**src/rtl/cacheline_burst_adapter.sv**
```systemverilog
// Cache line <-> burst memory adapter.
// Breaks one 256-bit line transfer into BEATS memory beats and rebuilds it. A writeback line
// is latched and sent one beat at a time; read beats are collected into one fill line.
// Optional build macro: CACHELINE_ADAPTER_POSTED_WB_EN. When it is defined, writebacks are
// acknowledged (line_resp_o) the cycle after they are accepted, before the burst starts.

module cacheline_burst_adapter #(
  parameter int unsigned LINE_W  = 256,
  parameter int unsigned BURST_W = 64,
  parameter int unsigned ADDR_W  = 32
) (
  input  logic               clk_i,
  input  logic               rst_i,
  input  logic               line_read_i,
  input  logic               line_write_i,
  input  logic [ADDR_W-1:0]  line_addr_i,
  input  logic [LINE_W-1:0]  line_wdata_i,
  output logic [LINE_W-1:0]  line_rdata_o,
  output logic               line_resp_o,
  output logic               mem_read_o,
  output logic               mem_write_o,
  output logic [ADDR_W-1:0]  mem_addr_o,
  output logic [BURST_W-1:0] mem_wdata_o,
  input  logic [BURST_W-1:0] mem_rdata_i,
  input  logic               mem_resp_i
);

  localparam int unsigned BEATS = LINE_W / BURST_W;
  localparam int unsigned BeatW = (BEATS > 1) ? $clog2(BEATS) : 1;
  localparam int unsigned OffW  = $clog2(LINE_W / 8);

  localparam logic [BeatW-1:0]  LastBeat = BeatW'(BEATS - 1);
  localparam logic [ADDR_W-1:0] OffMask  = ADDR_W'((64'd1 << OffW) - 64'd1);

`ifdef CACHELINE_ADAPTER_POSTED_WB_EN
  typedef enum logic [2:0] {StIdle, StRdBurst, StWrBurst, StDone, StWbAck} state_e;
`else
  typedef enum logic [2:0] {StIdle, StRdBurst, StWrBurst, StDone} state_e;
`endif

  state_e                         state_q, state_d;
  logic [BeatW-1:0]               beat_q, beat_d;
  logic [ADDR_W-1:0]              addr_q, addr_d;
  logic [BEATS-1:0][BURST_W-1:0]  wdata_q, wdata_d;
  logic [BEATS-1:0][BURST_W-1:0]  fill_q, fill_d;
  logic [LINE_W-1:0]              rdata_q, rdata_d;
  logic                           mem_read_q, mem_read_d;
  logic                           mem_write_q, mem_write_d;
  logic                           line_resp;

  // Next-state: request acceptance, beat sequencing and line assembly.
  always_comb begin
    state_d     = state_q;
    beat_d      = beat_q;
    addr_d      = addr_q;
    wdata_d     = wdata_q;
    fill_d      = fill_q;
    rdata_d     = rdata_q;
    mem_read_d  = mem_read_q;
    mem_write_d = mem_write_q;
    line_resp   = 1'b0;

    unique case (state_q)
      StIdle: begin
        beat_d = '0;
        // Write has priority over read when both are requested.
        if (line_write_i) begin
          addr_d  = line_addr_i & ~OffMask;
          wdata_d = line_wdata_i;
`ifdef CACHELINE_ADAPTER_POSTED_WB_EN
          state_d = StWbAck;
`else
          state_d     = StWrBurst;
          mem_write_d = 1'b1;
`endif
        end else if (line_read_i) begin
          addr_d     = line_addr_i & ~OffMask;
          state_d    = StRdBurst;
          mem_read_d = 1'b1;
        end
      end

      StRdBurst: begin
        if (mem_resp_i) begin
          fill_d[beat_q] = mem_rdata_i;
          if (beat_q == LastBeat) begin
            // Publish the whole line at once so line_rdata_o never shows a partial fill.
            rdata_d    = fill_d;
            beat_d     = '0;
            mem_read_d = 1'b0;
            state_d    = StDone;
          end else begin
            beat_d = beat_q + BeatW'(1);
          end
        end
      end

      StWrBurst: begin
        if (mem_resp_i) begin
          if (beat_q == LastBeat) begin
            beat_d      = '0;
            mem_write_d = 1'b0;
`ifdef CACHELINE_ADAPTER_POSTED_WB_EN
            // Already acknowledged in StWbAck; drain ends silently.
            state_d = StIdle;
`else
            state_d = StDone;
`endif
          end else begin
            beat_d = beat_q + BeatW'(1);
          end
        end
      end

`ifdef CACHELINE_ADAPTER_POSTED_WB_EN
      StWbAck: begin
        line_resp   = 1'b1;
        mem_write_d = 1'b1;
        state_d     = StWrBurst;
      end
`endif

      StDone: begin
        line_resp = 1'b1;
        beat_d    = '0;
        state_d   = StIdle;
      end

      default: begin
        beat_d      = '0;
        mem_read_d  = 1'b0;
        mem_write_d = 1'b0;
        state_d     = StIdle;
      end
    endcase
  end

  // State registers with synchronous reset; reset drops any partial burst.
  always_ff @(posedge clk_i) begin
    if (rst_i) begin
      state_q     <= StIdle;
      beat_q      <= '0;
      addr_q      <= '0;
      wdata_q     <= '0;
      fill_q      <= '0;
      rdata_q     <= '0;
      mem_read_q  <= 1'b0;
      mem_write_q <= 1'b0;
    end else begin
      state_q     <= state_d;
      beat_q      <= beat_d;
      addr_q      <= addr_d;
      wdata_q     <= wdata_d;
      fill_q      <= fill_d;
      rdata_q     <= rdata_d;
      mem_read_q  <= mem_read_d;
      mem_write_q <= mem_write_d;
    end
  end

  assign line_rdata_o = rdata_q;
  assign line_resp_o  = line_resp;
  assign mem_read_o   = mem_read_q;
  assign mem_write_o  = mem_write_q;
  assign mem_addr_o   = addr_q;
  assign mem_wdata_o  = wdata_q[beat_q];

endmodule

```
**config.mk**
```make
export PLATFORM = sky130hd
export DESIGN_NAME = cacheline_burst_adapter
export DESIGN_NICKNAME = d
export VERILOG_FILES = /design/src/rtl/cacheline_burst_adapter.sv
export SDC_FILE = /design/constraint.sdc
export NUM_CORES = 2
export LEC_CHECK = 0
export CAP_MARGIN = 20
export CORE_MARGIN = 2
export CORE_UTILIZATION = 30
export CTS_BUF_LIST = sky130_fd_sc_hd__clkbuf_8
export DETAILED_ROUTE_END_ITERATION = 6
export HOLD_SLACK_MARGIN = 0.1
export PLACE_DENSITY = 0.64
export SLEW_MARGIN = 15
export SYNTH_ARGS = -nofsm -noshare
export SYNTH_HDL_FRONTEND = slang
export SYNTH_SLANG_ARGS = --single-unit
```
**constraint.sdc**
```tcl
create_clock -name clk_i -period 2.1 [get_ports clk_i]
set_clock_uncertainty 0.1 [all_clocks]
set_input_delay 0.42 -clock clk_i [delete_from_list [all_inputs] [get_ports clk_i]]
set_output_delay 0.42 -clock clk_i [all_outputs]
set_load 0.05 [all_outputs]
```
==> impl_summary.log <==
INFO  metric crit_path_top_delay_cell = sky130_fd_sc_hd__mux4_2
INFO  metric number_of_enable_type_register_cells_in_the_synthesized_netlist = 0
INFO  metric synth.lib_cells_used.distinct = 31
INFO  metric synthesis.instances = 3404
INFO  metric dpl.hpwl = 66.8 mm
INFO  metric avgViaCountPerCell = 4.77
INFO  metric critical_path_peak_fanout = 5
INFO  metric grt.overflow.total = 0
INFO  metric worst_setup_hold_path_clk_slew = 0.06 ns
INFO  metric antenna_found_initial = 6
INFO  metric place.port_buffers = 701
INFO  metric cts.path.max_buffers = 3
INFO  metric required = 1.58 ns
INFO  metric grt_usage = 0.192
INFO  metric synth_commonest_cells = 1077 x sky130_fd_sc_hd__nand2_1, 738 x sky130_fd_sc_hd__dfxtp_1, 541 x sky130_fd_sc_hd__a21oi_1, 199 x sky130_fd_sc_hd__nor2_1, 196 x sky130_fd_sc_hd__mux2i_1
INFO  metric synth.yosys.seq_area_share = 0.507
INFO  metric timing.final.crit_share = 1.34
INFO  metric vias = 27400
INFO  metric path_class = reg2out
INFO  metric peakVddDrop = 0.566 mV
INFO  metric endpoint_kind = primary output
INFO  metric max_cap_violations = 0
INFO  metric tritoncts = built
INFO  metric gpl.final_weighted_congestion = 0.842
INFO  metric final_layout_size_suffix_gt1_frac = 0.193
INFO  metric critical_path.cell_chain = buf_4, buf_4, mux4_2, buf_6
INFO  metric drt_iter0_drc = 1615
INFO  metric clkLatencyLatePin = 0.79 ns
INFO  metric post-synth-top-count-cell = sky130_fd_sc_hd__nand2_1
INFO  metric synth_top_cell_by_area = sky130_fd_sc_hd__dfxtp_1
INFO  metric grt_max_degree = 96
INFO  metric dpl_worst_slack = -0.181 ns
INFO  metric final_core_utilization = 0.450
INFO  metric die_h = 316 µm
INFO  metric drt-wirelength-per-cell = 18.0 µm
INFO  metric synthDominantCellAreaShare = 0.507
INFO  metric dieArea = 0.0996 mm²
INFO  metric post_synth_instance_area = 0.0291 mm²
INFO  metric hold_class = in2reg
INFO  metric timing.final.crit_period = 2.81 ns
INFO  metric htree_levels = 4
INFO  metric die-width = 316 µm
INFO  metric asr_flop_ratio_synth = 0
INFO  metric worstPathArrival = 2.29 ns
INFO  metric post-route-worst-setup-slack = -0.710 ns
INFO  metric synth.yosys.warnings = 0
INFO  metric final_nets = 4739
INFO  metric critPathMostFrequentCell = sky130_fd_sc_hd__buf_4
INFO  metric violations_in_the_final_reports = negative setup slack
INFO  metric core.rowCount = 114
INFO  metric fillers = 9165
INFO  metric timing.fmax = 0.356 GHz
INFO  metric routed_wirelength = 104 mm
INFO  metric via_count_of_the_first_global_routing_pass = 26200
INFO  metric run_status = finished, violations left
INFO  metric timing.final.setup_violations = 106
INFO  metric floorplan.core_area = 0.0964 mm²
INFO  metric maxSlewHeadroom = 0.630
INFO  metric timing_worst_slew_pin_value = 0.555 ns
INFO  metric area.sequential = 0.0148 mm²
INFO  metric cts_made_buffers = 130
INFO  metric multiInputGateArea = 0.0130 mm²
INFO  metric cts-root-buf = sky130_fd_sc_hd__clkbuf_8
INFO  metric dr.pass1.iters = 5
INFO  metric ys_seq_elements = 738
INFO  metric final_cell_count_no_fill = 5747
INFO  metric drcViolationCount = 0
INFO  metric io_pins = 712
INFO  metric synthToLayoutAreaGrowth = 48.8%
INFO  metric slowest_cell_delay_on_critical_path = 0.57 ns
INFO  metric hold_viol_final = 0
INFO  metric cts.sinks = 738
INFO  metric placed_cells_incl_taps = 5186
INFO  metric powerDensity = 907 mW/mm²
INFO  metric slew_violations = 0
INFO  metric cellLeakagePower = 16.6 nW
INFO  metric floorplan.initialDensity = 0.302
INFO  metric global_route_wire_length_before_repair = 150 mm
INFO  metric tns = -42.71 ns
INFO  metric detail-route-antenna-nets = 0
INFO  metric dominantRegCellSynth = sky130_fd_sc_hd__dfxtp_1
INFO  metric worstSetupStartpointType = register
INFO  metric total_power = 0.0393 W
INFO  metric synth.area.top_cells = sky130_fd_sc_hd__dfxtp_1 51%, sky130_fd_sc_hd__nand2_1 14%, sky130_fd_sc_hd__a21oi_1 9.3%, sky130_fd_sc_hd__mux2i_1 6.7%, sky130_fd_sc_hd__mux4_2 4.9%
INFO  metric synth_area_per_cell = 8.56 µm²
INFO  metric rsz0062_at_grt = true
registers in the layout, indices dropped and copies added, names as in the netlist:
register and flops:
beat_q 2, fill_q 193, line_rdata_o 256, mem_addr_o 27
mem_read_o 1, mem_write_o 1, state_q 2, wdata_q 256
layout by cell type (no fill, tap or decap), types with 9 or more instances in the layout:
master,instances
sky130_fd_sc_hd__a211oi_1,156
sky130_fd_sc_hd__a211oi_2,37
sky130_fd_sc_hd__a21oi_1,541
sky130_fd_sc_hd__buf_12,54
sky130_fd_sc_hd__buf_16,9
sky130_fd_sc_hd__buf_2,204
sky130_fd_sc_hd__buf_4,228
sky130_fd_sc_hd__buf_6,34
sky130_fd_sc_hd__clkbuf_16,14
sky130_fd_sc_hd__clkbuf_8,160
sky130_fd_sc_hd__clkdlybuf4s50_1,350
sky130_fd_sc_hd__clkinv_2,9
sky130_fd_sc_hd__dfxtp_1,734
sky130_fd_sc_hd__dlygate4sd3_1,279
sky130_fd_sc_hd__inv_1,46
sky130_fd_sc_hd__mux2i_1,196
sky130_fd_sc_hd__mux4_2,64
sky130_fd_sc_hd__nand2_1,1076
sky130_fd_sc_hd__nor2_1,199
routing by layer:
metal	vias up	global-route usage	share of wire
met5	-	0	0.00038
met4	6	0.0678	0.026
met3	170	0.0586	0.077
met2	958	0.324	0.48
met1	12900	0.232	0.42
li1	13300	-	-
final timing paths:
path                          start                end  slack [ns]  cells past startpoint
hold reg to reg      mem_addr_o[20]     mem_addr_o[20]        0.35                      2
setup reg to reg          beat_q[1]  line_rdata_o[158]       -0.06                      9
hold / removal    line_wdata_i[160]       wdata_q[160]        0.20                      3
setup / recovery          beat_q[1]     mem_wdata_o[6]       -0.71                      4
layout make-up:
cell class,instances,area share
diodes,6,0.000346
clock buffers,160,0.0508
clock inverters,66,0.0110
inverters,8,0.000693
multi-input cells,2313,0.300
flip-flops and latches,738,0.341
well taps,1276,0.0368
repair buffers,1180,0.259
per-stage QoR:
stage	hold WS [ns]	instance area, µm²
floorplan	0.333	29100
global placement	0.340	37700
detailed placement	0.344	37700
CTS	0.105	42500
global route	0.146	43300
finish	0.200	43300
worst max-delay path: cells and delay by family (launching register included):
family	cells	cell delay, ns
muxes	1	0.57
buffers and inverters	3	0.56
DFF	1	0.36
repair_timing:
item	4_1_cts	5_1_grt
cloned	1	18
endpoints found under the setup margin	272	232
resized for setup	1080	50
setup buffers	12	19
endpoints found under the hold margin	514	0
pin swaps	1	1
hold buffers	279	0
logic make-up after synthesis:
logic type | Yosys count | share of synthesized area
AND/OR/NAND/NOR | 1291 | 0.168
AO/OA/AOI/OAI | 746 | 0.148
flip-flops | 738 | 0.507
buffers and inverters | 357 | 0.0557
multiplexers | 260 | 0.117
adder cells (fa/ha/maj) | 11 | 0.00473
other | 1 | 0.000129
power by group:
group	total (W)	switching, W	internal (W)
clock network	0.0137	0.00613	0.00754
registers	0.0156	0.000540	0.0151
logic	0.0100	0.00593	0.00411
(Power assumes the default switching activity.)
